**src/rtl/control_ajustes_pkg.sv**
```systemverilog
// Shared types and constants for the setpoint adjustment block.
package control_ajustes_pkg;

  // States of the up/down step machine
  typedef enum logic [1:0] {
    REPOSO  = 2'd0,
    ESPERA  = 2'd1,
    REPETIR = 2'd2
  } paso_state_e;

  // Encoding of selector_F_I
  localparam logic SEL_F = 1'b0;
  localparam logic SEL_I = 1'b1;

  // Counter width able to hold values 0..n (at least one bit)
  function automatic int cnt_width(input int n);
    int w;
    w = $clog2(n + 1);
    return (w < 1) ? 1 : w;
  endfunction

endpackage

```
**src/rtl/antirrebote.sv**
```systemverilog
// Button debouncer: 2-flop synchronizer followed by a tick-sampled
// counter that accepts a new level after DEB_SAMPLES agreeing samples.
module antirrebote #(
  parameter int DEB_SAMPLES = 16
) (
  input  logic clk,
  input  logic rst,
  input  logic tick,
  input  logic din,
  output logic dout
);
  import control_ajustes_pkg::*;

  localparam int CNT_W = cnt_width(DEB_SAMPLES);

  logic [1:0]       sync_q, sync_d;
  logic [CNT_W-1:0] cnt_q, cnt_d;
  logic             dout_q, dout_d;

  // Synchronize, then count consecutive ticks that disagree with dout
  always_comb begin
    sync_d = {sync_q[0], din};
    cnt_d  = cnt_q;
    dout_d = dout_q;
    if (tick) begin
      if (sync_q[1] != dout_q) begin
        if (cnt_q == CNT_W'(DEB_SAMPLES - 1)) begin
          dout_d = sync_q[1];
          cnt_d  = '0;
        end else begin
          cnt_d = cnt_q + 1'b1;
        end
      end else begin
        cnt_d = '0;
      end
    end
  end

  // State registers
  always_ff @(posedge clk) begin
    if (rst) begin
      sync_q <= '0;
      cnt_q  <= '0;
      dout_q <= 1'b0;
    end else begin
      sync_q <= sync_d;
      cnt_q  <= cnt_d;
      dout_q <= dout_d;
    end
  end

  assign dout = dout_q;

endmodule

```
**src/rtl/control_ajustes.sv**
```systemverilog
// Setpoint adjustment: three debounced buttons drive a selector toggle and
// an up/down step machine with auto-repeat on Corriente / Frecuencia.
module control_ajustes #(
  parameter int TICK_DIV    = 100000,
  parameter int DEB_SAMPLES = 16,
  parameter int REP_DELAY   = 500,
  parameter int REP_RATE    = 100,
  parameter int I_MAX       = 31,
  parameter int F_MAX       = 7
) (
  input  logic       clk,
  input  logic       rst,
  input  logic       btn_up,
  input  logic       btn_down,
  input  logic       btn_sel,
  output logic       selector_F_I,
  output logic [4:0] Corriente,
  output logic [2:0] Frecuencia,
  output logic       cambio
);
  import control_ajustes_pkg::*;

  localparam int PRE_W    = cnt_width(TICK_DIV - 1);
  localparam int HOLD_MAX = (REP_DELAY > REP_RATE) ? REP_DELAY : REP_RATE;
  localparam int HOLD_W   = cnt_width(HOLD_MAX);
  // Ticks after reset long enough for a held button to pass the debouncer
  localparam int WIN      = DEB_SAMPLES + 2;
  localparam int WIN_W    = cnt_width(WIN);

  // Saturating +/-1 step; never wraps
  function automatic int unsigned paso_sat(input int unsigned v,
                                           input logic up,
                                           input int unsigned vmax);
    if (up) return (v >= vmax) ? vmax : v + 1;
    else    return (v == 0) ? 0 : v - 1;
  endfunction

  logic [PRE_W-1:0]  presc_q, presc_d;
  logic              tick;
  logic              up_lvl, down_lvl, sel_lvl;
  logic [2:0]        lvl, rise;
  logic [2:0]        prev_q, prev_d;
  logic [2:0]        lock_q, lock_d;
  logic [WIN_W-1:0]  win_q, win_d;
  logic              win_done;
  paso_state_e       state_q, state_d;
  logic [HOLD_W-1:0] hold_q, hold_d;
  logic              dir_up_q, dir_up_d;
  logic              step, step_up, held;
  logic              sel_q, sel_d;
  logic [4:0]        corr_q, corr_d;
  logic [2:0]        freq_q, freq_d;
  logic              cambio_q, cambio_d;

  // Free-running prescaler producing a one-cycle sample tick
  always_comb begin
    tick    = (presc_q == PRE_W'(TICK_DIV - 1));
    presc_d = tick ? '0 : presc_q + 1'b1;
  end

  antirrebote #(.DEB_SAMPLES(DEB_SAMPLES)) u_deb_up (
    .clk(clk), .rst(rst), .tick(tick), .din(btn_up), .dout(up_lvl)
  );
  antirrebote #(.DEB_SAMPLES(DEB_SAMPLES)) u_deb_down (
    .clk(clk), .rst(rst), .tick(tick), .din(btn_down), .dout(down_lvl)
  );
  antirrebote #(.DEB_SAMPLES(DEB_SAMPLES)) u_deb_sel (
    .clk(clk), .rst(rst), .tick(tick), .din(btn_sel), .dout(sel_lvl)
  );

  // Rising edges of debounced levels; a button held through reset stays
  // locked until it is seen released, so it cannot fake a fresh press
  always_comb begin
    lvl      = {sel_lvl, down_lvl, up_lvl};
    prev_d   = lvl;
    win_done = (win_q == WIN_W'(WIN));
    win_d    = (tick && !win_done) ? win_q + 1'b1 : win_q;
    lock_d   = lock_q & ~({3{win_done}} & ~lvl);
    rise     = lvl & ~prev_q & ~lock_q;
  end

  // Step machine: first step on press, then delayed auto-repeat
  always_comb begin
    state_d  = state_q;
    hold_d   = hold_q;
    dir_up_d = dir_up_q;
    step     = 1'b0;
    step_up  = dir_up_q;
    held     = dir_up_q ? up_lvl : down_lvl;
    unique case (state_q)
      REPOSO: begin
        if (rise[0] && !down_lvl) begin
          step     = 1'b1;
          step_up  = 1'b1;
          dir_up_d = 1'b1;
          hold_d   = '0;
          state_d  = ESPERA;
        end else if (rise[1] && !up_lvl) begin
          step     = 1'b1;
          step_up  = 1'b0;
          dir_up_d = 1'b0;
          hold_d   = '0;
          state_d  = ESPERA;
        end
      end
      ESPERA: begin
        if (!held || (up_lvl && down_lvl)) begin
          hold_d  = '0;
          state_d = REPOSO;
        end else if (tick) begin
          if (hold_q == HOLD_W'(REP_DELAY - 1)) begin
            step    = 1'b1;
            hold_d  = '0;
            state_d = REPETIR;
          end else begin
            hold_d = hold_q + 1'b1;
          end
        end
      end
      REPETIR: begin
        if (!held || (up_lvl && down_lvl)) begin
          hold_d  = '0;
          state_d = REPOSO;
        end else if (tick) begin
          if (hold_q == HOLD_W'(REP_RATE - 1)) begin
            step   = 1'b1;
            hold_d = '0;
          end else begin
            hold_d = hold_q + 1'b1;
          end
        end
      end
      default: begin
        hold_d  = '0;
        state_d = REPOSO;
      end
    endcase
  end

  // Setpoint update; the step uses the selection before any same-cycle toggle
  always_comb begin
    sel_d  = sel_q ^ rise[2];
    corr_d = corr_q;
    freq_d = freq_q;
    if (step) begin
      if (sel_q == SEL_I)
        corr_d = 5'(paso_sat(32'(corr_q), step_up, 32'(I_MAX)));
      else
        freq_d = 3'(paso_sat(32'(freq_q), step_up, 32'(F_MAX)));
    end
    cambio_d = (corr_d != corr_q) || (freq_d != freq_q) || (sel_d != sel_q);
  end

  // State registers
  always_ff @(posedge clk) begin
    if (rst) begin
      presc_q  <= '0;
      prev_q   <= '0;
      lock_q   <= '1;
      win_q    <= '0;
      state_q  <= REPOSO;
      hold_q   <= '0;
      dir_up_q <= 1'b0;
      sel_q    <= SEL_F;
      corr_q   <= '0;
      freq_q   <= '0;
      cambio_q <= 1'b0;
    end else begin
      presc_q  <= presc_d;
      prev_q   <= prev_d;
      lock_q   <= lock_d;
      win_q    <= win_d;
      state_q  <= state_d;
      hold_q   <= hold_d;
      dir_up_q <= dir_up_d;
      sel_q    <= sel_d;
      corr_q   <= corr_d;
      freq_q   <= freq_d;
      cambio_q <= cambio_d;
    end
  end

  assign selector_F_I = sel_q;
  assign Corriente    = corr_q;
  assign Frecuencia   = freq_q;
  assign cambio       = cambio_q;

endmodule

```
**config.mk**
```make
export PLATFORM = sky130hd
export DESIGN_NAME = control_ajustes
export DESIGN_NICKNAME = d
export VERILOG_FILES = /design/src/rtl/control_ajustes_pkg.sv /design/src/rtl/antirrebote.sv /design/src/rtl/control_ajustes.sv
export SDC_FILE = /design/constraint.sdc
export NUM_CORES = 1
export LEC_CHECK = 0
export CAP_MARGIN = 20
export CORE_UTILIZATION = 35
export DETAILED_ROUTE_END_ITERATION = 7
export PLACE_DENSITY = 0.61
export SETUP_SLACK_MARGIN = 0.5
export SYNTH_ARGS = -nofsm -noshare
export SYNTH_HDL_FRONTEND = slang
export SYNTH_SLANG_ARGS = --single-unit
```
**constraint.sdc**
```tcl
create_clock -name clk -period 2.6 [get_ports clk]
set_input_delay 0.52 -clock clk [delete_from_list [all_inputs] [get_ports clk]]
set_output_delay 0.52 -clock clk [all_outputs]
set_load 0.02 [all_outputs]
```
# After elaboration in Yosys (flattened, before gate mapping)
# Cells that the tools add are included.
[word_totals]
latch_bits = 0
rom_bits = 0
ff_bits = 74
in_bits = 5
n_memories = 0
ramBits = 0
[op_classes]
n_addsub = 10
order_cmp = 2
mux = 45
div = 0
shift = 0
n_bitwise = 9
eq_ne = 20
n_mul = 0
n_reduce_logical = 20
[ops]
columns = ["cell", "count"]
rows = [
  ["two-way mux 9 bit", 8],
  ["two-way mux 5 bit", 11],
  ["case mux 9 bit (3 select lines)", 1],
  ["adder 5 x 1 -> 5 bit, second input constant", 5],
  ["adder 17 x 1 -> 17 bit, second input constant", 1],
  ["== test 17 bit, second input constant", 1],
  ["== test 5 x 4 -> 1 bit, second input constant", 3],
  ["two-way mux 3 bit", 5],
  ["AND 3 bit", 4],
  ["two-way mux 1 bit", 12],
  ["two-way mux 2 bit", 6],
  ["!= test 3 bit, second input constant", 4],
  ["NOT 3 bit", 4],
  ["AND reduction 3 bit", 4],
  ["adder 9 x 1 -> 9 bit, second input constant", 1],
  ["== test 9 x 7 -> 1 bit, second input constant", 1],
  ["== test 9 bit, second input constant", 1],
  ["case mux 2 bit (3 select lines)", 1],
  ["== test 5 bit, second input constant", 1],
  [">= comparator 5 bit, second input constant", 1],
  ["logical NOT 5 bit", 1],
  ["!= test 5 bit", 1],
  ["subtractor 5 x 1 -> 5 bit, second input constant", 1],
  ["logical AND 1 bit", 4],
  ["16 further kinds", 24],
]

# Logic depth before layout (Yosys ltp)
[logic_depth]
word_depth = 13
depth_mapped = 10
mapped_depth_nobuf = 10

# Hierarchy
# From an unflattened synthesis, not the netlist that was laid out.
[hier_totals]
cells_unflattened = 450
hier_area_um2 = 3883.7
[by_module_without_submodules]
columns = ["mod", "seq_area_each_um2", "area_each_um2", "cells_each", "instances"]
rows = [
  ["control_ajustes", 1001.0, 2795.2, 333, 1],
  ["antirrebote", 160.2, 362.8, 39, 3],
]

# Worst setup path before layout
# No wires, ideal clock.
[synth_timing]
path_kind = "flip-flop to flip-flop"
start = "register corr_q[0] (netlist: Corriente[0])"
end = "register cambio_q (netlist: cambio)"
slack_ns = 0.455
synth_period_minus_slack_ns = 2.145
arrival_time_ns = 2.015
stages_incl_launch_ff = 10
required_ns = 2.471
setup_ns = 0.129
path_cell_list = "dfxtp_1 -> ha_1 -> and3_1 -> ha_1 -> a21oi_1 -> nand2_1 -> o21ai_0 -> a211o_1 -> a221oi_1 -> o31ai_1"
[synth_via]
elab_chain_len = 8
[synth_rtl]
columns = ["item", "line", "source"]
rows = [
  ["from (decl)", "control_ajustes.sv:51", "logic [4:0] corr_q, corr_d;"],
  ["from (signal assigned)", "control_ajustes.sv:177", "corr_q <= corr_d;"],
  ["subtractor 5 x 1 -> 5 bit (tied with other cells)", "control_ajustes.sv:35", "else return (v == 0) ? 0 : v - 1;"],
  ["two-way mux 5 bit, on equally long branches", "control_ajustes.sv:35, control_ajustes.sv:34", ""],
  ["two-way mux 5 bit", "control_ajustes.sv:34", "if (up) return (v >= vmax) ? vmax : v + 1;"],
  ["two-way mux 5 bit", "control_ajustes.sv:146", "if (sel_q == SEL_I)"],
  ["two-way mux 5 bit", "control_ajustes.sv:145", "if (step) begin"],
  ["!= test 5 bit (*)", "control_ajustes.sv:151", "cambio_d = (corr_d != corr_q) || (freq_d != freq_q) || (sel_d != sel_q);"],
  ["logical OR 1 bit (*) (2 in series)", "control_ajustes.sv:151", ""],
  ["to (signal assigned)", "control_ajustes.sv:179", "cambio_q <= cambio_d;"],
  ["to (decl)", "control_ajustes.sv:53", "logic cambio_q, cambio_d;"],
]
# Mark *: on every way between the ends. The rest lies on a longest branch, timed or not.
# A chain may end at the register's enable or synchronous reset.

# Worst setup path after layout
[layout_timing]
start = "register state_q[1]"
end = "register cambio_q (netlist: cambio)"
[layout_via]
elab_chain_len = 8
[layout_rtl]
columns = ["item", "line", "source"]
rows = [
  ["from (decl)", "control_ajustes.sv:46", "paso_state_e state_q, state_d;"],
  ["from (signal assigned)", "control_ajustes.sv:173", "state_q <= state_d;"],
  ["logical NOT 2 bit", "control_ajustes.sv:90", "unique case (state_q)"],
  ["two-way mux 1 bit", "n/a", ""],
  ["two-way mux 5 bit / two-way mux 3 bit (equally long branches)", "control_ajustes.sv:34", ""],
  ["two-way mux 5 bit / two-way mux 3 bit (equally long branches)", "control_ajustes.sv:146", ""],
  ["two-way mux 5 bit / two-way mux 3 bit (equally long branches)", "control_ajustes.sv:145", ""],
  ["!= test 5 bit / != test 3 bit (equally long branches)", "control_ajustes.sv:151", ""],
  ["logical OR 1 bit (*) (2 in series)", "control_ajustes.sv:151", ""],
]
# Marks and branches as above.

==> results.toml <==
[finish]
post-route-util = 0.443
diodes = 0
fin_nets = 519
final_area_sq_um = 4820
layout_common_cells = "dfxtp_1, nor2_1, nand2_1"
final_cells = 640
area.growth.synth_to_final_pct = 22.1
drive_gt1_frac = 0.222

[floorplan]
fp.dieH_um = 108
rows = 38
initial_utilization = 0.362
fp.dieArea_sq_um = 11700
die_w_um = 108
core_area_sq_um = 10900
ios = 15

[sta]
fmax_mhz = 470
hold_viol_final = 0
setup_viol = 0
setup_slack_ns = 0.472
slew_headroom = 0.625
setup_tns_ns = 0
worst-slew-pin-transition_ns = 0.558
drv_slew = 0
rsz0062_at_grt = "yes"
period_minus_slack_ns = 2.13
fin_crit_sh = 0.819
fin_skew_ns = 0.00845

[synth]
synthesis.nets = 487
synth-simple-area-share = 0.280
yosysUniqueCellTypes = 70
synth.cell_area_sq_um = 3950
yosysWarnings = 0
synth-adder-area-share = 0.0603
synth_edf_count = 0
synthMuxAreaShare = 0.0228
synth-seq-area-share = 0.376
synth_top_family_by_area = "simple AND/OR/NAND/NOR gates"
synthXorXnorAreaFrac = 0.0644
synth_ff_type = "dfxtp_1"
syn_inst = 463
avgSynthCellArea_sq_um = 8.52
synth_compound_gate_area_share = 0.162
ys_seq_elements = 74
async_reset_ff_frac = 0

[clock_network]
cts_tree = "done"
clock_latency_ns = 0.34
cts_made_buffers = 9
clockBufferDepth = 2
root_buffer = "clkbuf_8"
cts-htree-levels = 3
cts.sinks = 74
clk_pin_slew_worst_paths_ns = 0.08

[setup_path]
startpoint_type = "flip-flop"
worstSetupEndpointType = "flip-flop"
critPathArrivalTime_ns = 2.35
criticalPathCategory = "reg2reg"
r2r_cells = 10
required_ns = 2.82
path_max_fanout = 7

[routing]
via_per_inst = 5.33
routedWlPerCell_um = 13.8
highest_layer = "met4"
wl_met2_mm = 4.21
drt-pass1-iter-count = 5
vias = 3409
met3_length_um = 322
wl_met1_mm = 4.20
drt_first_iter_violations = 137
drc = 0
routed_wl_mm = 8.85
ant_nets = 0

[power]
p_int_uw = 1520
ir_drop_mv = 0.311
leakage_uw = 0.00174
p_switching_uw = 499
pwr-share-clk = 0.389
seqPwrFrac = 0.567
p_per_area_nw_per_um2 = 420
p_sw_frac = 0.247
combPwrFrac = 0.044

[hold_path]
min_path_cells = 1
min_path_type = "reg2reg"

[placement]
place_congestion = 0.876
place.port_buffers = 14
dp_slack_ns = 0.139
dpl-instance-area_sq_um = 4250
dp.cells = 608
hpwl_mm = 6.09

[run_status]
status = "complete, no violations"

[flow_run]
cap_violations = 0

[global_route]
grt_max_degree = 26
track_usage = 0.161
antenna_found_initial = 0
grt_pass1_wl_mm = 15.1
gr-total-overflow = 0
first_global_vias = 3243
==> cell usage after synthesis (all sizes together), types with 2 or more instances <==
cell type,number,area (sq um)
dfxtp,74,1480
a21oi,33,165
nor3b,5,37.5
a22o,4,35.0
nor3,15,80.1
ha,19,238
and2,3,18.8
or3,7,43.8
nand2,33,124
or4,2,15.0
o31ai,4,35.0
a21o,3,23.8
and3,6,38.8
or2,4,25.0
nand4b,3,26.3
nor2,61,239
o211ai,4,35.0
buf,5,27.5
a31oi,3,18.8
a221oi,3,26.3
nand2b,8,50.1
a211o,3,26.3
o21a,2,15.0
and4bb,2,25.0
mux2i,9,90.1
nor2b,15,93.8
o31a,2,17.5
nor4b,5,65.1
inv,17,63.8
clkbuf,12,45.0
xnor2,12,105
a22oi,2,20.0
nand4bb,2,22.5
xor2,17,149
a2111oi,2,23.8
and4,3,27.5
nand3,16,80.1
nand4,9,68.8
o21ai,21,109
==> cells by family (layout without fill, tap and decap cells) <==
kind of cell,count (synthesis),in the layout
AOI/OAI and AO/OA,96,96
xor gates and xnor gates,29,29
adders and majority gates,19,19
buffers and inverters,34,71
DFF,74,74
muxes,9,9
and+or+nand+nor,202,202
==> final cells by class <==
type	count	area, sq um
fillers	1062	6070
multi-input cells	355	2570
flip-flops and latches	74	1520
repair buffers	38	319
well taps	140	175
clock buffers	9	124
inverters	17	67.6
clock inverters	7	46.3
==> sequential cells by signal, summed over array words and instances, names as in the netlist <==
register / cells
Frecuencia: 3
hold_q: 9
state_q: 2
u_deb_up.sync_q: 2
selector_F_I: 1
u_deb_sel.cnt_q: 5
dir_up_q: 1
u_deb_down.sync_q: 2
u_deb_up.cnt_q: 5
u_deb_up.dout: 1
prev_q: 3
u_deb_down.dout: 1
lock_q: 3
Corriente: 5
u_deb_down.cnt_q: 5
u_deb_sel.dout: 1
u_deb_sel.sync_q: 2
presc_q: 17
cambio: 1
win_q: 5
==> critical path: stages (launching register included) <==
cell and delay, ns:
dfxtp_2 0.36, inv_2 0.06, ha_4 0.16, nor4b_4 0.13, buf_4 0.13, o21a_4 0.21, nor2_4 0.19, o21ai_0 0.12
a211o_1 0.31, a221oi_2 0.23, o31ai_1 0.09
==> power by group through the flow <==
| stage | Combinational, uW | Sequential [uW] | Clock [uW] |
|---|---|---|---|
| 2_1_floorplan | 56.1 | 1170 | 0 |
| 3_3_place_gp | 74.5 | 1170 | 0 |
| 3_5_place_dp | 76.1 | 1180 | 0 |
| 4_1_cts | 84.1 | 1150 | 818 |
| 5_1_grt | 102 | 1150 | 865 |
| 6_report | 89.8 | 1150 | 786 |
==> layer usage <==
| metal | up-vias | track usage |
|---|---|---|
| li1 | 1705 | - |
| met1 | 1634 | 0.210 |
| met2 | 60 | 0.266 |
| met3 | 10 | 0.0271 |
| met4 | 0 | 0.0597 |
| met5 | - | 0 |
==> final timing paths <==
check | startpoint | to | slack (ns)
max | state_q[1] | cambio | 0.47
min | u_deb_sel.sync_q[0] | u_deb_sel.sync_q[1] | 0.43
max reg2reg | state_q[1] | cambio | 0.47
min reg2reg | u_deb_sel.sync_q[0] | u_deb_sel.sync_q[1] | 0.43
==> stage by stage <==
stage / total power [uW] / hold slack [ns]
finish: 2020 / 0.435
global route: 2120 / 0.463
CTS: 2050 / 0.440
detailed placement: 1250 / 0.425
global placement: 1250 / 0.420
floorplan: 1230 / 0.414
==> repair_timing <==
action | in CTS | in global routing
pin swaps | 10 | 16
buffers inserted | 11 | 5
resized for setup | 25 | 47
gates cloned | 0 | 0
endpoints found under the setup margin | 12 | 23
hold buffers | 0 | 0
Power figures use the tool's default switching activity.
